### src/rtl/ps2_host_tx.sv
// PS/2 host-to-device transmitter: inhibits the clock, issues request-to-send,
// shifts a byte + odd parity + stop on device clock falls, then checks the ACK.
module ps2_host_tx #(
    parameter int INHIBIT_CYCLES = 5000,
    parameter int TIMEOUT_CYCLES = 100000
) (
    input  logic       i_clk,
    input  logic       i_rst,
    input  logic       i_valid,
    input  logic [7:0] i_data,
    output logic       o_ready,
    output logic       o_busy,
    output logic       o_done,
    output logic [1:0] o_status,
    input  logic       i_ps2_clk,
    input  logic       i_ps2_data,
    output logic       o_ps2_clk_oe,
    output logic       o_ps2_data_oe
);

    localparam int CNT_MAX = (INHIBIT_CYCLES > TIMEOUT_CYCLES) ? INHIBIT_CYCLES : TIMEOUT_CYCLES;
    localparam int CNT_W   = $clog2(CNT_MAX + 1);

    localparam logic [1:0] ST_ACK     = 2'b00;
    localparam logic [1:0] ST_NACK    = 2'b01;
    localparam logic [1:0] ST_TIMEOUT = 2'b10;

    typedef enum logic [2:0] {
        S_IDLE, S_INHIBIT, S_RTS, S_SEND, S_ACK, S_RELEASE, S_DONE
    } state_t;

    state_t           state, state_n;
    logic [CNT_W-1:0] cnt, cnt_n;
    logic [3:0]       bit_cnt, bit_cnt_n;
    logic [8:0]       shreg, shreg_n;
    logic             clk_oe_q, clk_oe_n;
    logic             data_oe_q, data_oe_n;
    logic [1:0]       status_q, status_n;

    logic [1:0]       clk_sync, data_sync;
    logic             clk_prev;
    logic             fall, timeout_hit;

    // Synchronizers start at the idle (released) level so reset never fakes a fall.
    always_ff @(posedge i_clk) begin
        // NOTE: non-blocking assignments make every flop sample the pre-edge value.
        if (i_rst) begin
            clk_sync  <= 2'b11;
            data_sync <= 2'b11;
            clk_prev  <= 1'b1;
        end else begin
            clk_sync  <= {clk_sync[0], i_ps2_clk};
            data_sync <= {data_sync[0], i_ps2_data};
            clk_prev  <= clk_sync[1];
        end
    end

    assign fall        = clk_prev & ~clk_sync[1];
    assign timeout_hit = (cnt == CNT_W'(TIMEOUT_CYCLES - 1));

    always_ff @(posedge i_clk) begin
        if (i_rst) begin
            state     <= S_IDLE;
            cnt       <= '0;
            bit_cnt   <= '0;
            shreg     <= '0;
            clk_oe_q  <= 1'b0;
            data_oe_q <= 1'b0;
            status_q  <= ST_ACK;
        end else begin
            state     <= state_n;
            cnt       <= cnt_n;
            bit_cnt   <= bit_cnt_n;
            shreg     <= shreg_n;
            clk_oe_q  <= clk_oe_n;
            data_oe_q <= data_oe_n;
            status_q  <= status_n;
        end
    end

    always_comb begin
        // NOTE: every output of this block gets a default first, so no path infers a latch.
        state_n   = state;
        cnt_n     = cnt;
        bit_cnt_n = bit_cnt;
        shreg_n   = shreg;
        clk_oe_n  = clk_oe_q;
        data_oe_n = data_oe_q;
        status_n  = status_q;

        unique case (state)
            S_IDLE: begin
                clk_oe_n  = 1'b0;
                data_oe_n = 1'b0;
                if (i_valid) begin
                    shreg_n  = {~^i_data, i_data};
                    status_n = ST_ACK;
                    cnt_n    = '0;
                    clk_oe_n = 1'b1;
                    state_n  = S_INHIBIT;
                end
            end
            S_INHIBIT: begin
                if (cnt == CNT_W'(INHIBIT_CYCLES - 1)) begin
                    cnt_n     = '0;
                    data_oe_n = 1'b1;
                    state_n   = S_RTS;
                end else begin
                    cnt_n = cnt + 1'b1;
                end
            end
            S_RTS: begin
                // Releasing the clock with data held low is the start bit.
                clk_oe_n  = 1'b0;
                data_oe_n = 1'b1;
                bit_cnt_n = '0;
                cnt_n     = '0;
                state_n   = S_SEND;
            end
            S_SEND: begin
                if (fall) begin
                    cnt_n     = '0;
                    bit_cnt_n = bit_cnt + 1'b1;
                    if (bit_cnt == 4'd9) begin
                        data_oe_n = 1'b0;
                        state_n   = S_ACK;
                    end else begin
                        data_oe_n = ~shreg[0];
                        shreg_n   = {1'b0, shreg[8:1]};
                    end
                end else if (timeout_hit) begin
                    data_oe_n = 1'b0;
                    status_n  = ST_TIMEOUT;
                    state_n   = S_DONE;
                end else begin
                    cnt_n = cnt + 1'b1;
                end
            end
            S_ACK: begin
                if (fall) begin
                    cnt_n    = '0;
                    status_n = data_sync[1] ? ST_NACK : ST_ACK;
                    state_n  = S_RELEASE;
                end else if (timeout_hit) begin
                    status_n = ST_TIMEOUT;
                    state_n  = S_DONE;
                end else begin
                    cnt_n = cnt + 1'b1;
                end
            end
            S_RELEASE: begin
                if (clk_sync[1] && data_sync[1]) begin
                    state_n = S_DONE;
                end else if (timeout_hit) begin
                    status_n = ST_TIMEOUT;
                    state_n  = S_DONE;
                end else begin
                    cnt_n = cnt + 1'b1;
                end
            end
            S_DONE: begin
                clk_oe_n  = 1'b0;
                data_oe_n = 1'b0;
                state_n   = S_IDLE;
            end
            default: state_n = S_IDLE;
        endcase
    end

    assign o_ready       = (state == S_IDLE);
    assign o_busy        = ~o_ready;
    assign o_done        = (state == S_DONE);
    assign o_status      = status_q;
    assign o_ps2_clk_oe  = clk_oe_q;
    assign o_ps2_data_oe = data_oe_q;

endmodule

### config.mk
export PLATFORM = sky130hd
export DESIGN_NAME = ps2_host_tx
export DESIGN_NICKNAME = d
export VERILOG_FILES = /design/src/rtl/ps2_host_tx.sv
export SDC_FILE = /design/constraint.sdc
export NUM_CORES = 1
export LEC_CHECK = 0
export BUFFER_PORTS_ARGS = -buffer_cell sky130_fd_sc_hd__buf_2
export CORE_AREA = 3 3 89 91
export CTS_CLUSTER_DIAMETER = 80
export CTS_CLUSTER_SIZE = 16
export DETAILED_ROUTE_END_ITERATION = 12
export DIE_AREA = 0 0 92 94
export HOLD_SLACK_MARGIN = 0.08
export SYNTH_ARGS = -nofsm -noshare
export SYNTH_HDL_FRONTEND = slang
export SYNTH_SLANG_ARGS = --single-unit
### constraint.sdc
create_clock -name i_clk -period 4.3 [get_ports i_clk]
set_input_delay 0.645 -clock i_clk [delete_from_list [all_inputs] [get_ports i_clk]]
set_output_delay 0.645 -clock i_clk [all_outputs]
set_load 0.03 [all_outputs]
==> flow_summary.json <==
{
  "netlist.area_leader.share_pct": 33.9,
  "wire_per_inst_um": 13.7,
  "ys_warn_count": 0,
  "switchingPower_uw": 225,
  "cts_setup_buffers": 0,
  "drt_pass1_iterations": 4,
  "cellPowerDensity_nw_per_um2": 312,
  "synth_ff_type": "dfxtp_1",
  "netlist_area_um2": 2480,
  "seq_power_share_pct": 49.2,
  "yosysSeqAreaShare_pct": 33.9,
  "diodes": 0,
  "die_area_um2": 8650,
  "via_count": 2190,
  "r2r_end": "cnt[4]",
  "met3_usage_pct": 2.64,
  "crit_type": "flip-flop to flip-flop",
  "p_clk_share_pct": 36.2,
  "synth_edf_count": 0,
  "critPathLaunchType": "flip-flop",
  "clock-sinks": 42,
  "crit_path_end_kind": "flip-flop",
  "synth_top_area_cell": "dfxtp_1",
  "r2r-start": "state[0]",
  "cpMaxStageDelayCell": "dfxtp_1",
  "maxSlewHeadroom_pct": 44.6,
  "cts_resized": 0,
  "grt_pass1_vias": 1949,
  "synth.distinct_cells": 60,
  "final_cell_area_um2": 2730,
  "grt_pass1_wl_mm": 9.53,
  "placed_area_um2": 2620,
  "reg2reg_slack_ps": 1900,
  "path_clk_slew_ps": 80,
  "ys_top_cells_by_count": "dfxtp_1, nand2_1, a21oi_1",
  "fin_crit_sh_pct": 55.8,
  "fin_crit_ps": 2400,
  "async_flop_share_pct": 0,
  "final_antenna_net_count": 0,
  "cp_max_fo": 22,
  "power_frac_comb_pct": 14.6,
  "tritoncts": "built",
  "holdPathEnd": "clk_sync[1]",
  "min-delay-start": "clk_sync[0]",
  "drt_iter0_drc": 187,
  "peakVddDrop_v": 0.000113,
  "clk_path_buf_depth": 2,
  "synth.most_common_cell": "dfxtp_1",
  "ys_ff_latch": 42,
  "routed_wirelength_mm": 5.69,
  "setup_tns_ps": 0,
  "setup_viol": 0,
  "grt_use_met2_pct": 20.3,
  "status": "finished clean",
  "grt_antenna_before_repair": 0,
  "clock_skew_ps": 6.79,
  "ios": 20,
  "rows": 31,
  "areaGrowthSynthToFinish_pct": 9.94,
  "htreeDepth": 2,
  "grt_setup_unrepaired": "false",
  "synth_fp_nets": 324,
  "die_w_um": 92,
  "min_path_cells": 1,
  "drv_slew": 0,
  "fp.dieH_um": 94,
  "io_buffers": 19,
  "yosys-top-cells-area": "dfxtp_1, a21oi_1, nand2_1",
  "worstSkewPairLatency_ps": 300,
  "switching_share_pct": 26.5,
  "hold_buffers": 0,
  "initial_core_util_pct": 34.4,
  "grt_busiest_layer": "met2",
  "required_ps": 4530,
  "max_stage_delay_ps": 770,
  "globalplace.congestion": 0.948,
  "core-area_um2": 7210,
  "met1_usage_pct": 19.1,
  "synthCells": 308,
  "worst_r2r_path_depth": 5,
  "grt_use_total_pct": 13.5,
  "drt_drc_violations_left": 0,
  "drive_above_1_share_pct": 14.2,
  "p_int_uw": 624,
  "power_uw": 849,
  "max_freq_mhz": 417,
  "path_cells": "and3b_1 > a22oi_1 > a311oi_2 > o21ai_1 > o211ai_1",
  "worstMarginPinSlew_ps": 829,
  "syn_area_per_cell_um2": 8.05,
  "timing_hold_violations_final": 0,
  "maxCapViolCount": 0,
  "dp_hpwl_mm": 4.03,
  "cts_root_buf": "clkbuf_8",
  "vias_per_cell": 5.26,
  "grt_max_degree": 32,
  "arrival_ps": 2620,
  "numCtsBuffers": 5,
  "p_leak_nw": 0.960,
  "hold_class": "flip-flop to flip-flop",
  "globalRoute.totalOverflow": 0,
  "fin_nets": 332
}
## registers in the layout (all words and copies together), names as in the netlist
| signal | flops |
|---|---|
| bit_cnt | 4 |
| clk_prev | 1 |
| clk_sync | 2 |
| cnt | 17 |
| data_sync | 2 |
| o_ps2_clk_oe | 1 |
| o_ps2_data_oe | 1 |
| o_status | 2 |
| shreg | 9 |
| state | 3 |
## how the worst max path moves through the flow
stage / start / end / slack, ps / cells after the start
floorplan: state[1] / o_busy / 2230 / 3
global placement: state[0] / cnt[4] / 1980 / 5
detailed placement: cnt[0] / cnt[3] / 1920 / 6
CTS: cnt[0] / cnt[3] / 1890 / 6
global route: cnt[0] / cnt[3] / 1640 / 6
finish: state[0] / cnt[4] / 1900 / 5
## stage by stage
stage               std cells  utilization, %  setup slack [ps]  hold slack [ps]
global placement          408            36.3              1980              392
finish                    416            37.8              1900              414
global route              416            37.8              1640              437
floorplan                 308               -              2230              389
detailed placement        408            36.3              1920              401
CTS                       416            37.8              1890              420
## power groups by stage
stage / sequential (mW) / clock [mW] / combinational (mW)
2_1_floorplan: 0.422 / 0 / 0.101
3_3_place_gp: 0.426 / 0 / 0.123
3_5_place_dp: 0.427 / 0 / 0.124
4_1_cts: 0.418 / 0.318 / 0.125
5_1_grt: 0.421 / 0.330 / 0.138
6_report: 0.418 / 0.308 / 0.124
## cell type report
type                            instances  area [um^2]
Inverter                                6         22.5
Multi-Input combinational cell        242         1540
Tap cell                               99          124
Fill cell                             754         4490
Sequential cell                        42          841
Clock buffer                            7         76.3
Clock inverter                          1         30.0
Timing Repair Buffer                   19         95.1
## cells in the final DEF, fill, tap and decap left out, types with 3 or more instances in the layout
| cell type | n |
|---|---|
| xnor2_1 | 9 |
| nand3b_1 | 3 |
| clkbuf_8 | 5 |
| dfxtp_1 | 42 |
| nor3_1 | 3 |
| buf_2 | 19 |
| a22oi_1 | 4 |
| a21oi_1 | 32 |
| nor2_1 | 28 |
| inv_1 | 6 |
| o21ai_0 | 4 |
| nand3_1 | 12 |
| ha_1 | 3 |
| nand2_1 | 39 |
| or3_1 | 3 |
| a22o_1 | 3 |
| nor2b_1 | 4 |
| o21ai_1 | 7 |
| nand4_1 | 8 |
| o211ai_1 | 6 |
| nand2b_1 | 7 |
| and3_1 | 6 |
| or2_2 | 5 |
| nand4bb_1 | 3 |
| xor2_1 | 9 |
## logic make-up after synthesis
logic type	synth area share, %
buffers and inverters	4.09
AOI/OAI and AO/OA	22.9
DFF	33.9
xor gates and xnor gates	6.36
and+or+nand+nor	30.4
muxes	0.908
adders and majority gates	1.51
## critical path: cells and delay by family, from the launching register on
family             cells  cell delay, ps
AOI/OAI and AO/OA      4             930
DFF                    1             770
and+or+nand+nor        1             620
## layer usage
metal | share of wire (%) | wire (um) | vias up
met4 | 1.4 | 77 | 0
met1 | 50 | 2830 | 1013
met2 | 44 | 2510 | 50
li1 | - | - | 1121
met5 | 0 | 0 | -
met3 | 4.7 | 266 | 6
No activity file was read; power rests on OpenSTA's default activity.
